==> src/rtl/posit_encode_pipe_es3.sv <==
`timescale 1ns/1ps
// posit_encode_pipe_es3: 3-stage posit encoder (ES=3) packing sign/scale/fraction into a posit word.
// Define POSIT_ENC_RNE_EN for round-to-nearest-even; without it the body is truncated.
module posit_encode_pipe_es3 #(
    parameter int NBITS = 32,
    parameter int ES    = 3,
    parameter int FBITS = 28
) (
    input  logic             clk,
    input  logic             rst_n,
    input  logic             in_valid,
    output logic             in_ready,
    input  logic             in_sgn,
    input  logic [8:0]       in_scale,
    input  logic [FBITS-1:0] in_fraction,
    input  logic             in_sticky,
    input  logic             in_zero,
    input  logic             in_inf,
    output logic             out_valid,
    input  logic             out_ready,
    output logic [NBITS-1:0] out_posit,
    output logic             out_inf,
    output logic             out_zero
);
    // Wide enough that the longest regime shift never pushes body bits off the bottom.
    localparam int VW        = 2 + ES + FBITS + NBITS - 1;
    localparam int SCALE_MAX = (NBITS - 2) << ES;
    localparam logic [NBITS-2:0] MAXPOS = '1;
    localparam logic [NBITS-2:0] MINPOS = {{(NBITS-2){1'b0}}, 1'b1};

    logic adv;
    assign adv      = ~out_valid | out_ready;
    assign in_ready = adv;

    logic signed [8:0] scale_s;
    logic signed [8:0] k;
    logic [8:0]        sh_next;
    logic              sat_hi_next;
    logic              sat_lo_next;

    // For k<0 the shift is -k-1, which is just ~k in two's complement.
    always_comb begin
        scale_s     = $signed(in_scale);
        k           = scale_s >>> ES;
        sh_next     = k[8] ? ~k : k;
        sat_hi_next = scale_s > $signed(9'(SCALE_MAX));
        sat_lo_next = scale_s < -$signed(9'(SCALE_MAX));
    end

    logic             s1_valid;
    logic             s1_sgn;
    logic             s1_neg;
    logic [8:0]       s1_sh;
    logic [ES-1:0]    s1_exp;
    logic [FBITS-1:0] s1_frac;
    logic             s1_sticky;
    logic             s1_zero;
    logic             s1_inf;
    logic             s1_sat_hi;
    logic             s1_sat_lo;

    always_ff @(posedge clk or negedge rst_n) begin
        if (!rst_n) begin
            s1_valid  <= 1'b0;
            s1_sgn    <= 1'b0;
            s1_neg    <= 1'b0;
            s1_sh     <= '0;
            s1_exp    <= '0;
            s1_frac   <= '0;
            s1_sticky <= 1'b0;
            s1_zero   <= 1'b0;
            s1_inf    <= 1'b0;
            s1_sat_hi <= 1'b0;
            s1_sat_lo <= 1'b0;
        end else if (adv) begin
            s1_valid <= in_valid;
            if (in_valid) begin
                s1_sgn    <= in_sgn;
                s1_neg    <= k[8];
                s1_sh     <= sh_next;
                s1_exp    <= in_scale[ES-1:0];
                s1_frac   <= in_fraction;
                s1_sticky <= in_sticky;
                s1_zero   <= in_zero;
                s1_inf    <= in_inf;
                s1_sat_hi <= sat_hi_next;
                s1_sat_lo <= sat_lo_next;
            end
        end
    end

    logic signed [VW-1:0] packed_s;
    logic signed [VW-1:0] shifted;
    logic [NBITS-2:0]     body_next;
    logic                 guard_next;
    logic                 sticky_next;

    // Arithmetic shift of the "10"/"01" head replicates the leading regime bit k times.
    always_comb begin
        packed_s    = {~s1_neg, s1_neg, s1_exp, s1_frac, {(NBITS-1){1'b0}}};
        shifted     = packed_s >>> s1_sh;
        body_next   = shifted[VW-1 -: NBITS-1];
        guard_next  = shifted[VW-NBITS];
        sticky_next = (|shifted[VW-NBITS-1:0]) | s1_sticky;
        if (s1_sat_hi) begin
            body_next   = MAXPOS;
            guard_next  = 1'b0;
            sticky_next = 1'b0;
        end else if (s1_sat_lo) begin
            body_next   = MINPOS;
            guard_next  = 1'b0;
            sticky_next = 1'b0;
        end
    end

    logic             s2_valid;
    logic             s2_sgn;
    logic [NBITS-2:0] s2_body;
    logic             s2_guard;
    logic             s2_sticky;
    logic             s2_zero;
    logic             s2_inf;

    always_ff @(posedge clk or negedge rst_n) begin
        if (!rst_n) begin
            s2_valid  <= 1'b0;
            s2_sgn    <= 1'b0;
            s2_body   <= '0;
            s2_guard  <= 1'b0;
            s2_sticky <= 1'b0;
            s2_zero   <= 1'b0;
            s2_inf    <= 1'b0;
        end else if (adv) begin
            s2_valid <= s1_valid;
            if (s1_valid) begin
                s2_sgn    <= s1_sgn;
                s2_body   <= body_next;
                s2_guard  <= guard_next;
                s2_sticky <= sticky_next;
                s2_zero   <= s1_zero;
                s2_inf    <= s1_inf;
            end
        end
    end

    logic             round_up;
    logic [NBITS-1:0] mag;
    logic [NBITS-1:0] result;

    always_comb begin
`ifdef POSIT_ENC_RNE_EN
        round_up = s2_guard & (s2_sticky | s2_body[0]);
`else
        round_up = 1'b0;
`endif
        mag = {1'b0, s2_body} + {{(NBITS-1){1'b0}}, round_up};
        // A carry into the sign position would alias NaR; a zero body would alias zero.
        if (mag[NBITS-1]) begin
            mag = {1'b0, MAXPOS};
        end else if (mag == '0) begin
            mag = {1'b0, MINPOS};
        end
        result = s2_sgn ? -mag : mag;
        if (s2_inf) begin
            result = {1'b1, {(NBITS-1){1'b0}}};
        end else if (s2_zero) begin
            result = '0;
        end
    end

`ifndef POSIT_ENC_RNE_EN
    logic unused_rnd;
    assign unused_rnd = s2_guard ^ s2_sticky;
`endif

    always_ff @(posedge clk or negedge rst_n) begin
        if (!rst_n) begin
            out_valid <= 1'b0;
            out_posit <= '0;
            out_inf   <= 1'b0;
            out_zero  <= 1'b0;
        end else if (adv) begin
            out_valid <= s2_valid;
            if (s2_valid) begin
                out_posit <= result;
                out_inf   <= s2_inf;
                out_zero  <= ~s2_inf & s2_zero;
            end
        end
    end

endmodule

==> config.mk <==
export PLATFORM = sky130hd
export DESIGN_NAME = posit_encode_pipe_es3
export DESIGN_NICKNAME = d
export VERILOG_FILES = /design/src/rtl/posit_encode_pipe_es3.sv
export SDC_FILE = /design/constraint.sdc
export NUM_CORES = 1
export LEC_CHECK = 0
export BUFFER_PORTS_ARGS = -buffer_cell sky130_fd_sc_hd__buf_2
export CAP_MARGIN = 30
export CORE_MARGIN = 1.5
export CORE_UTILIZATION = 61
export CTS_BUF_LIST = sky130_fd_sc_hd__clkbuf_8
export CTS_CLUSTER_SIZE = 16
export DETAILED_ROUTE_END_ITERATION = 10
export PLACE_DENSITY = 0.89
export SLEW_MARGIN = 20
export SYNTH_ARGS = -nofsm -noshare
export SYNTH_HDL_FRONTEND = slang
export SYNTH_SLANG_ARGS = --single-unit
==> constraint.sdc <==
create_clock -name clk -period 3.8 [get_ports clk]
set_input_delay 0.19 -clock clk [delete_from_list [all_inputs] [get_ports clk]]
set_output_delay 0.19 -clock clk [all_outputs]
set_load 0.02 [all_outputs]
==> reports/results.txt, run 1 <==
# IOs = 81
Clock Skews = 17.2 ps
initial antenna violation count = 0
Setup crit start = s2_body[22]$_DFFE_PN0P_
Gate power share = 0.497
fraction of layout cells with a size suffix above 1 = 0.246
worst min path class = input pin to flop
Resized cells post-CTS = 0
final net count = 825
Post-synth EDFFs = 0
Root Buffer = clkbuf_8
post-route ant nets = 0
Req. time, crit path = 4070 ps
Final Hold Fails = 0
reg2reg setup slack = 500 ps
Post-Synth Simple-Gate Area = 0.151
Post-Synth Adder-Cell Area = 0.00730
gpl congestion = 0.978
drt first pass iters = 5
die area = 11900 um2
critical path peak fanout = 8
hold path startpoint = in_sgn
Avg Inst Size Synth = 9.54 um2
internal power = 3.15 mW
Max IR drop VDD = 0.412 mV
Setup violations, final = 0
CP startpoint kind = flop
Via Count = 6055
dpl hpwl = 13.4 mm
GRT Overall Usage = 0.318
global-route wire length before repair = 29.1 mm
clk sinks = 111
Cells after Synth = 719
XOR/XNOR Fraction of Synth Area = 0.0357
Crit path buffers/inverters = 0
Least-Margin Pin Slew = 941 ps
cts hold-fix bufs = 1
largest family of logic cells by synthesized area = compound AO/OA/AOI/OAI gates
grt ovf = 0
RSZ-0062 raised after global routing = false
Flop pwr share = 0.381
Synth Area in Compound Gates = 0.189
Initial Utilization = 0.630
Seq/Total Area, Yosys = 0.405
slowest stage cell, crit path = or4_1
largest cells by area after synthesis = dfrtp_1 (40%), mux2_2 (7.7%), mux4_2 (6.2%), o21ai_0 (5.3%), nand2_1 (4.4%)
DRC errors left = 0
vias in the first global route = 5836
Die Ht = 109 um
post-synthesis cell area = 6860 um2
Final period util = 0.870
Synth Flop Type = dfrtp_1
most frequent CP cell = o21ai_0
Setup Fix Bufs, Post-CTS = 0
Inserted Diodes = 0
top post-synthesis cells by count = dfrtp_1 (111), nand2_1 (81), o21ai_0 (72)
multiplexer share of the synthesized area = 0.176
total of max-cap violations = 0
relative slew slack = 0.373
cells on worst reg2reg path = 10
crit path kind = flop to flop
critical path's top delay family = simple AND/OR/NAND/NOR gates
setup TNS = 0 ps
Seq cells post-synth = 111
clock transition at the registers of the reported paths = 130 ps
largest net degree at the start of global routing = 76
Synth cell types = 62
vias per inst = 6.57
Synth-to-Final Area Change = 11.0%
CP Cell Sequence = or4_1 -> nand4b_2 -> nor4_2 -> nor2_1 -> ha_1 -> nor3b_2 -> nand4_1 -> o21ai_0 -> xor2_1 -> o21ai_0
total CTS buffers = 9
hold endpoint = s1_sgn$_DFFE_PN0P_
Final Slew Violations = 0
htree depth = 3
Leak = 3.24 nW
Pwr Density = 775 nW/um2
core area = 10900 um2
Post-Place Cell Area = 7350 um2
I/O Buffers = 77
FFs w/ async S/R, synth = 1.00
Clk pwr share = 0.123
Power Total = 5.90 mW
post-detailed-route wirelength per cell = 19.8 um
Yosys top cell by area = dfrtp_1
R2R Path End = out_posit[22]$_DFFE_PN0P_
Yosys top cell area share = 0.405
die width = 109 um
switching part of the total power = 0.466
FF-to-FF Start = s2_body[22]$_DFFE_PN0P_
minimum clock period after layout = 3300 ps
fill count = 838
Yosys warning total = 0
NetSw = 2.75 mW
Worst-Skew Late Latency = 410 ps
final instance area = 7620 um2
WHS Path Cells = 2
DRT Wirelength = 18.2 mm
most numerous cell in the Yosys netlist = dfrtp_1
status = complete, no violations
Max Freq = 0.303 GHz
CTS tree = yes
Max clock buf depth = 2
Rows = 38
Net Count, Synth = 768
CP endpoint kind = flop
DR iter-0 viols = 499
crit path DAT = 3570 ps
crit-path max cell delay = 620 ps
-- kinds of logic (layout without fill, tap and decap cells) --
logic type | Yosys count | count (layout)
AO/OA/AOI/OAI | 202 | 202
XOR/XNOR | 28 | 28
adder cells (fa/ha/maj) | 4 | 4
buffers and inverters | 65 | 127
flip-flops | 111 | 111
multiplexers | 91 | 91
AND/OR/NAND/NOR | 218 | 218
-- metrics by stage --
step / hold slack [ps] / setup slack, ps / instances / util
after floorplan: -106 / 984 / 719 / -
after global placement: 357 / 725 / 899 / 0.674
after detailed placement: 377 / 568 / 900 / 0.675
after CTS: 0.241 / 542 / 917 / 0.694
after global routing: 0.748 / 341 / 921 / 0.699
final: 7.94 / 496 / 921 / 0.699
-- layer usage --
layer,vias to the layer above,part of all wire,global-route usage
met2,319,0.50,0.540
met3,54,0.062,0.0658
met5,-,0,0
met1,2897,0.40,0.388
met4,0,0.036,0.146
li1,2785,-,-
-- worst max-delay path by stage --
stage	endpoint	slack [ps]	cells after the start
floorplan	out_posit[22]$_DFFE_PN0P_	980	10
global placement	out_posit[22]$_DFFE_PN0P_	730	10
detailed placement	out_posit[22]$_DFFE_PN0P_	570	10
CTS	out_posit[14]$_DFFE_PN0P_	540	10
global route	out_posit[18]$_DFFE_PN0P_	340	10
finish	out_posit[22]$_DFFE_PN0P_	500	10
-- sequential cells by signal, indices dropped and copies added (netlist names) --
signal,cells
s1_exp,3
s2_zero,1
s1_inf,1
out_inf,1
s1_sgn,1
out_posit,32
s1_neg,1
s1_sat_hi,1
out_zero,1
s2_valid,1
s1_sat_lo,1
s1_valid,1
s2_body,31
s2_sgn,1
s1_frac,26
s2_inf,1
out_valid,1
s1_zero,1
s1_sh,5
-- cell type report --
| type | count | area, um2 | area share |
|---|---|---|---|
| Multi-Input combinational cell | 543 | 3830 | 0.504 |
| Sequential cell | 111 | 2780 | 0.365 |
| Timing Repair Buffer | 97 | 578 | 0.0759 |
| Tap cell | 140 | 175 | 0.0230 |
| Clock buffer | 9 | 124 | 0.0163 |
| Clock inverter | 7 | 73.8 | 0.00969 |
| Inverter | 14 | 52.6 | 0.00690 |
-- power groups by stage --
stage | clock network (mW) | logic [mW] | registers [mW]
2_1_floorplan | 0 | 2.01 | 2.22
3_3_place_gp | 0 | 2.77 | 2.22
3_5_place_dp | 0 | 2.87 | 2.26
4_1_cts | 0.729 | 2.89 | 2.23
5_1_grt | 0.781 | 3.20 | 2.32
6_report | 0.724 | 2.93 | 2.25
-- placed cells by master (no fill, tap or decap), drive strengths merged, types with 18 or more instances in the layout --
cell   synthesis  layout
nor3          18      18
xor2          18      18
buf           14      94
nor2          51      51
mux2          47      47
dfrtp        111     111
mux4          19      19
nand2         81      81
a21oi         34      34
o21ai         75      75
mux2i         25      25
Power figures use the tool's default switching activity.
==> inputs of run 2 (changes only) <==
CAP_MARGIN = not set   (was 30)
CORE_UTILIZATION = 55   (was 61)
PLACE_DENSITY = 0.85   (was 0.89)
clock period = 3 ns   (was 3.8 ns; I/O delays follow)
==> reports/results.txt, run 2 (same netlist as run 1, synthesis figures left out) <==
status = complete, no violations (unchanged)
Pwr Density = 939 nW/um2 (was 775 nW/um2)
crit path kind = flop to flop (unchanged)
dpl hpwl = 13.5 mm (was 13.4 mm)
CP endpoint kind = flop (unchanged)
worst min path class = input pin to flop (unchanged)
WHS Path Cells = 2 (unchanged)
die width = 115 um (was 109 um)
initial antenna violation count = 0 (unchanged)
Die Ht = 115 um (was 109 um)
grt ovf = 0 (unchanged)
Setup violations, final = 0 (unchanged)
drt first pass iters = 5 (unchanged)
Max IR drop VDD = 0.337 mV (was 0.412 mV)
cells on worst reg2reg path = 11 (was 10)
GRT Overall Usage = 0.295 (was 0.318)
gpl congestion = 0.955 (was 0.978)
CP startpoint kind = flop (unchanged)
RSZ-0062 raised after global routing = false (unchanged)
Largest Register = out_posit (unchanged)
global-route wire length before repair = 30.1 mm (was 29.1 mm)
Max Freq = 0.360 GHz (was 0.303 GHz)
relative slew slack = 0.347 (was 0.373)
Synth-to-Final Area Change = 16.9% (was 11.0%)
minimum clock period after layout = 2770 ps (was 3300 ps)
Final Slew Violations = 0 (unchanged)
Root Buffer = clkbuf_8 (unchanged)
critical path peak fanout = 8 (unchanged)
Worst-Skew Late Latency = 400 ps (was 410 ps)
number of flip-flops in the largest register = 32 (unchanged)
Max clock buf depth = 2 (unchanged)
I/O Buffers = 77 (unchanged)
fraction of layout cells with a size suffix above 1 = 0.249 (was 0.246)
total of max-cap violations = 0 (unchanged)
vias in the first global route = 5960 (was 5836)
CTS tree = yes (unchanged)
setup TNS = 0 ps (unchanged)
post-detailed-route wirelength per cell = 18.6 um (was 19.8 um)
Final period util = 0.925 (was 0.870)
Via Count = 6070 (was 6055)
Inserted Diodes = 0 (unchanged)
clk sinks = 111 (unchanged)
DRC errors left = 0 (unchanged)
Rows = 40 (was 38)
Initial Utilization = 0.566 (was 0.630)
final net count = 868 (was 825)
post-route ant nets = 0 (unchanged)
Leak = 3.43 nW (was 3.24 nW)
die area = 13200 um2 (was 11900 um2)
Final Hold Fails = 0 (unchanged)
Power Total = 7.53 mW (was 5.90 mW)
worst slack, placed = 40.1 ps (was 568 ps)
total CTS buffers = 9 (unchanged)
htree depth = 3 (unchanged)
# IOs = 81 (unchanged)
clock transition at the registers of the reported paths = 110 ps (was 130 ps)
Least-Margin Pin Slew = 976 ps (was 941 ps)
most frequent cells in the layout = dfrtp_1 (111), nand2_1 (80), buf_2 (76) (unchanged)
crit path DAT = 3100 ps (was 3570 ps)
core area = 12100 um2 (was 10900 um2)
vias per inst = 6.12 (was 6.57)
DR iter-0 viols = 592 (was 499)
largest net degree at the start of global routing = 52 (was 76)
final setup margin = 226 ps (was 496 ps)
most common cell after layout, fill and taps aside = dfrtp_1 (unchanged)
biggest regs = out_posit (32), s2_body (31), s1_frac (26) (unchanged)
Req. time, crit path = 3330 ps (was 4070 ps)
Clock Skews = 15.0 ps (was 17.2 ps)
DRT Wirelength = 18.5 mm (was 18.2 mm)
## run 2: cell count changes in the layout (fill, tap and decap cells not counted), moves of 2 or more
cell and change:
buf_4 +16, clkinv_4 -2, clkinvlp_4 +2, dlygate4sd3_1 +29, o21ai_0 -2, o21ai_1 +2
## run 2: area by class of cell
type	count	area (um2)
multi-input cells	543	3840
clock buffers	10	138
well taps	168	210
fillers	988	4090
inverters	14	52.6
flip-flops and latches	111	2780
clock inverters	6	43.8
repair buffers	140	953
## run 2: worst max-delay path, cell delays in order, from the launching register on
cell and delay (ps):
dfrtp_1 450, or4_1 510, nand4b_2 280, nor4_4 320, nor2_1 100, ha_1 210, nor3b_2 200, nand4_1 100
buf_4 160, o21ai_0 100, xor2_1 160, o21ai_1 130
## run 2: metal layers
| metal | up-vias | share of wire | track usage |
|---|---|---|---|
| li1 | 2865 | - | - |
| met1 | 2951 | 0.42 | 0.372 |
| met2 | 205 | 0.51 | 0.506 |
| met3 | 49 | 0.039 | 0.0376 |
| met4 | 0 | 0.034 | 0.134 |
| met5 | - | 0 | 0 |
## run 2: final timing paths
check                                         from                         to  slack (ps)
min in group asynchronous                    rst_n         s2_inf$_DFFE_PN0P_         240
setup reg to reg           s2_body[25]$_DFFE_PN0P_  out_posit[22]$_DFFE_PN0P_         230
setup / recovery           s2_body[25]$_DFFE_PN0P_  out_posit[22]$_DFFE_PN0P_         230
hold / removal                         in_scale[2]      s1_exp[2]$_DFFE_PN0P_          10
hold reg to reg                 s1_inf$_DFFE_PN0P_         s2_inf$_DFFE_PN0P_         480
max in group asynchronous                    rst_n    s1_frac[19]$_DFFE_PN0P_        1880
## run 2: power breakdown
group | switching, mW | total [mW] | leakage (nW) | internal, mW
Clock | 0.542 | 0.872 | 0.0920 | 0.330
Combinational | 2.24 | 3.93 | 2.00 | 1.68
Sequential | 0.650 | 2.73 | 1.34 | 2.08
Total | 3.44 | 7.53 | 3.43 | 4.09
## run 2: repair_timing
item | CTS | global route
pin swaps | 1 | 2
gates cloned | 0 | 0
endpoints found under the setup margin | 1 | 7
hold buffers | 32 | 0
hold endpoints to repair | 66 | 0
setup buffers | 0 | 1
resized for setup | 0 | 3
## run 2: through the flow
stage / instance area (um2) / hold WS (ps) / std cells / utilization
floorplan: 6860 / -146 / 719 / -
finish: 8020 / 14.2 / 992 / 0.662
detailed placement: 7500 / 130 / 943 / 0.619
CTS: 8000 / 6.17 / 991 / 0.661
global route: 8020 / 21.5 / 992 / 0.662
global placement: 7500 / 125 / 943 / 0.619
==> inputs of run 3 (changes only) <==
CORE_UTILIZATION = 53   (was 55)
CTS_BUF_LIST = not set   (was sky130_fd_sc_hd__clkbuf_8)
CTS_CLUSTER_DIAMETER = 30   (was not set)
PLACE_DENSITY = 0.82   (was 0.85)
SLEW_MARGIN = not set   (was 20)
==> reports/results.txt, run 3 (same netlist as run 1, synthesis figures left out) <==
status = complete, no violations (unchanged)
die width = 117 um (was 115 um)
critical path's top delay family = simple AND/OR/NAND/NOR gates (unchanged)
Max Freq = 0.360 GHz (about the same)
Setup crit start = s2_body[25]$_DFFE_PN0P_ (unchanged)
reg2reg setup slack = 230 ps (about the same)
Max IR drop VDD = 0.356 mV (was 0.337 mV)
post-route ant nets = 0 (unchanged)
Worst setup endpoint = out_posit[16]$_DFFE_PN0P_ (was out_posit[22]$_DFFE_PN0P_)
Initial Utilization = 0.544 (was 0.566)
global-route wire length before repair = 29.9 mm (was 30.1 mm)
R2R Path End = out_posit[16]$_DFFE_PN0P_ (was out_posit[22]$_DFFE_PN0P_)
Via Count = 5915 (was 6070)
Post-Layout Cell Count = 964 (was 992)
DR iter-0 viols = 462 (was 592)
FF-to-FF Start = s2_body[25]$_DFFE_PN0P_ (unchanged)
htree depth = 3 (unchanged)
post-detailed-route wirelength per cell = 18.9 um (was 18.6 um)
GRT Overall Usage = 0.286 (was 0.295)
crit path kind = flop to flop (unchanged)
Rows = 41 (was 40)
slowest stage cell, crit path = or4_1 (unchanged)
Worst-Skew Late Latency = 370 ps (was 400 ps)
biggest regs = out_posit (32), s2_body (31), s1_frac (26) (unchanged)
final setup margin = 225 ps (was 226 ps)
most common cell after layout, fill and taps aside = dfrtp_1 (unchanged)
Crit path buffers/inverters = 0 (was 1)
CP startpoint kind = flop (unchanged)
total CTS buffers = 9 (unchanged)
Hold WS = 11.8 ps (was 14.2 ps)
RSZ-0062 raised after global routing = false (unchanged)
dpl hpwl = 13.7 mm (was 13.5 mm)
Final Slew Violations = 0 (unchanged)
Post-Place Cell Area = 7520 um2 (was 7500 um2)
Req. time, crit path = 3220 ps (was 3330 ps)
gpl congestion = 0.938 (was 0.955)
worst slack, placed = 25.9 ps (was 40.1 ps)
CTS tree = yes (unchanged)
minimum clock period after layout = 2770 ps (about the same)
Largest Register = out_posit (unchanged)
vias in the first global route = 5757 (was 5960)
Leak = 3.37 nW (was 3.43 nW)
Power Total = 7.99 mW (was 7.53 mW)
Setup Fix Bufs, Post-CTS = 0 (unchanged)
crit path DAT = 3000 ps (was 3100 ps)
critical path peak fanout = 8 (unchanged)
Setup violations, final = 0 (unchanged)
relative slew slack = 0.357 (was 0.347)
Clock Skews = 8.49 ps (was 15.0 ps)
CP Cell Sequence = or4_1 -> nand4b_2 -> nor4_4 -> nor2_1 -> ha_1 -> nor3b_2 -> nand4_1 -> o31ai_1 -> xor2_1 -> o21ai_1 (was or4_1 -> nand4b_2 -> nor4_4 -> nor2_1 -> ha_1 -> nor3b_2 -> nand4_1 -> buf_4 -> o21ai_0 -> xor2_1 -> o21ai_1)
Pwr Density = 1020 nW/um2 (was 939 nW/um2)
most frequent cells in the layout = dfrtp_1 (110), nand2_1 (80), buf_2 (76) (was dfrtp_1 (111), nand2_1 (80), buf_2 (76))
final net count = 836 (was 868)
Die Ht = 117 um (was 115 um)
core area = 12600 um2 (was 12100 um2)
Final Hold Fails = 0 (unchanged)
clock transition at the registers of the reported paths = 80 ps (was 110 ps)
initial antenna violation count = 0 (unchanged)
number of flip-flops in the largest register = 32 (unchanged)
worst min path class = input pin to flop (unchanged)
Max clock buf depth = 2 (unchanged)
DRT Wirelength = 18.2 mm (was 18.5 mm)
largest net degree at the start of global routing = 62 (was 52)
I/O Buffers = 77 (unchanged)
setup TNS = 0 ps (unchanged)
final instance area = 7870 um2 (was 8020 um2)
drt first pass iters = 5 (unchanged)
critical path depth = 10 (was 11)
clk sinks = 111 (unchanged)
cells on worst reg2reg path = 10 (was 11)
Post-Route Utilization = 0.623 (was 0.662)
placed insts = 947 (was 943)
total of max-cap violations = 0 (unchanged)
Inserted Diodes = 0 (unchanged)
Final period util = 0.925 (about the same)
crit-path max cell delay = 530 ps (was 510 ps)
DRC errors left = 0 (unchanged)
Synth-to-Final Area Change = 14.7% (was 16.9%)
Root Buffer = clkbuf_16 (was clkbuf_8)
fraction of layout cells with a size suffix above 1 = 0.260 (was 0.249)
die area = 13600 um2 (was 13200 um2)
Least-Margin Pin Slew = 962 ps (was 976 ps)
# IOs = 81 (unchanged)
vias per inst = 6.14 (was 6.12)
CP endpoint kind = flop (unchanged)
grt ovf = 0 (unchanged)
==> run 3: area by class of cell <==
| type | instances | area, um2 |
|---|---|---|
| flip-flops and latches | 111 | 2780 |
| clock inverters | 7 | 103 |
| inverters | 14 | 52.6 |
| well taps | 172 | 215 |
| multi-input cells | 543 | 3840 |
| repair buffers | 108 | 648 |
| fillers | 1081 | 4750 |
| clock buffers | 9 | 225 |
==> run 3: layer usage <==
layer	GRT usage	wire length (um)	vias up
li1	-	-	2805
met1	0.357	7620	2820
met2	0.488	8900	224
met3	0.0479	937	66
met4	0.134	768	0
met5	0	0	-
==> run 3: repair_timing <==
item                                    in CTS  in global routing
endpoints found under the hold margin       50                  0
endpoints found under the setup margin       0                 11
hold buffers                                 1                  0
resized for setup                            0                  6
==> run 3: power by group <==
group	total (mW)	switching, mW	internal, mW	leakage (nW)
Clock	1.33	0.590	0.744	0.162
Sequential	2.78	0.690	2.09	1.34
Combinational	3.88	2.22	1.66	1.87
Total	7.99	3.50	4.49	3.37
==> run 3: how the worst min path moves through the flow <==
stage,endpoint,from,cells past startpoint,slack [ps]
6_report,s1_frac[4]$_DFFE_PN0P_,in_fraction[4],2,10
5_1_grt,s1_frac[4]$_DFFE_PN0P_,in_fraction[4],2,10
4_1_cts,s1_frac[26]$_DFFE_PN0P_,in_fraction[26],2,9
3_5_place_dp,out_posit[31]$_DFFE_PN0P_,rst_n,1,210
3_3_place_gp,out_posit[31]$_DFFE_PN0P_,rst_n,1,190
2_1_floorplan,out_inf$_DFFE_PN0P_,rst_n,0,-150
==> run 3: worst reg2reg max path, cell delays in order, from the launching register on <==
cell and delay, ps:
dfrtp_1 430, or4_1 530, nand4b_2 270, nor4_4 300, nor2_1 90, ha_1 210
nor3b_2 170, nand4_1 260, o31ai_1 130, xor2_1 180, o21ai_1 80
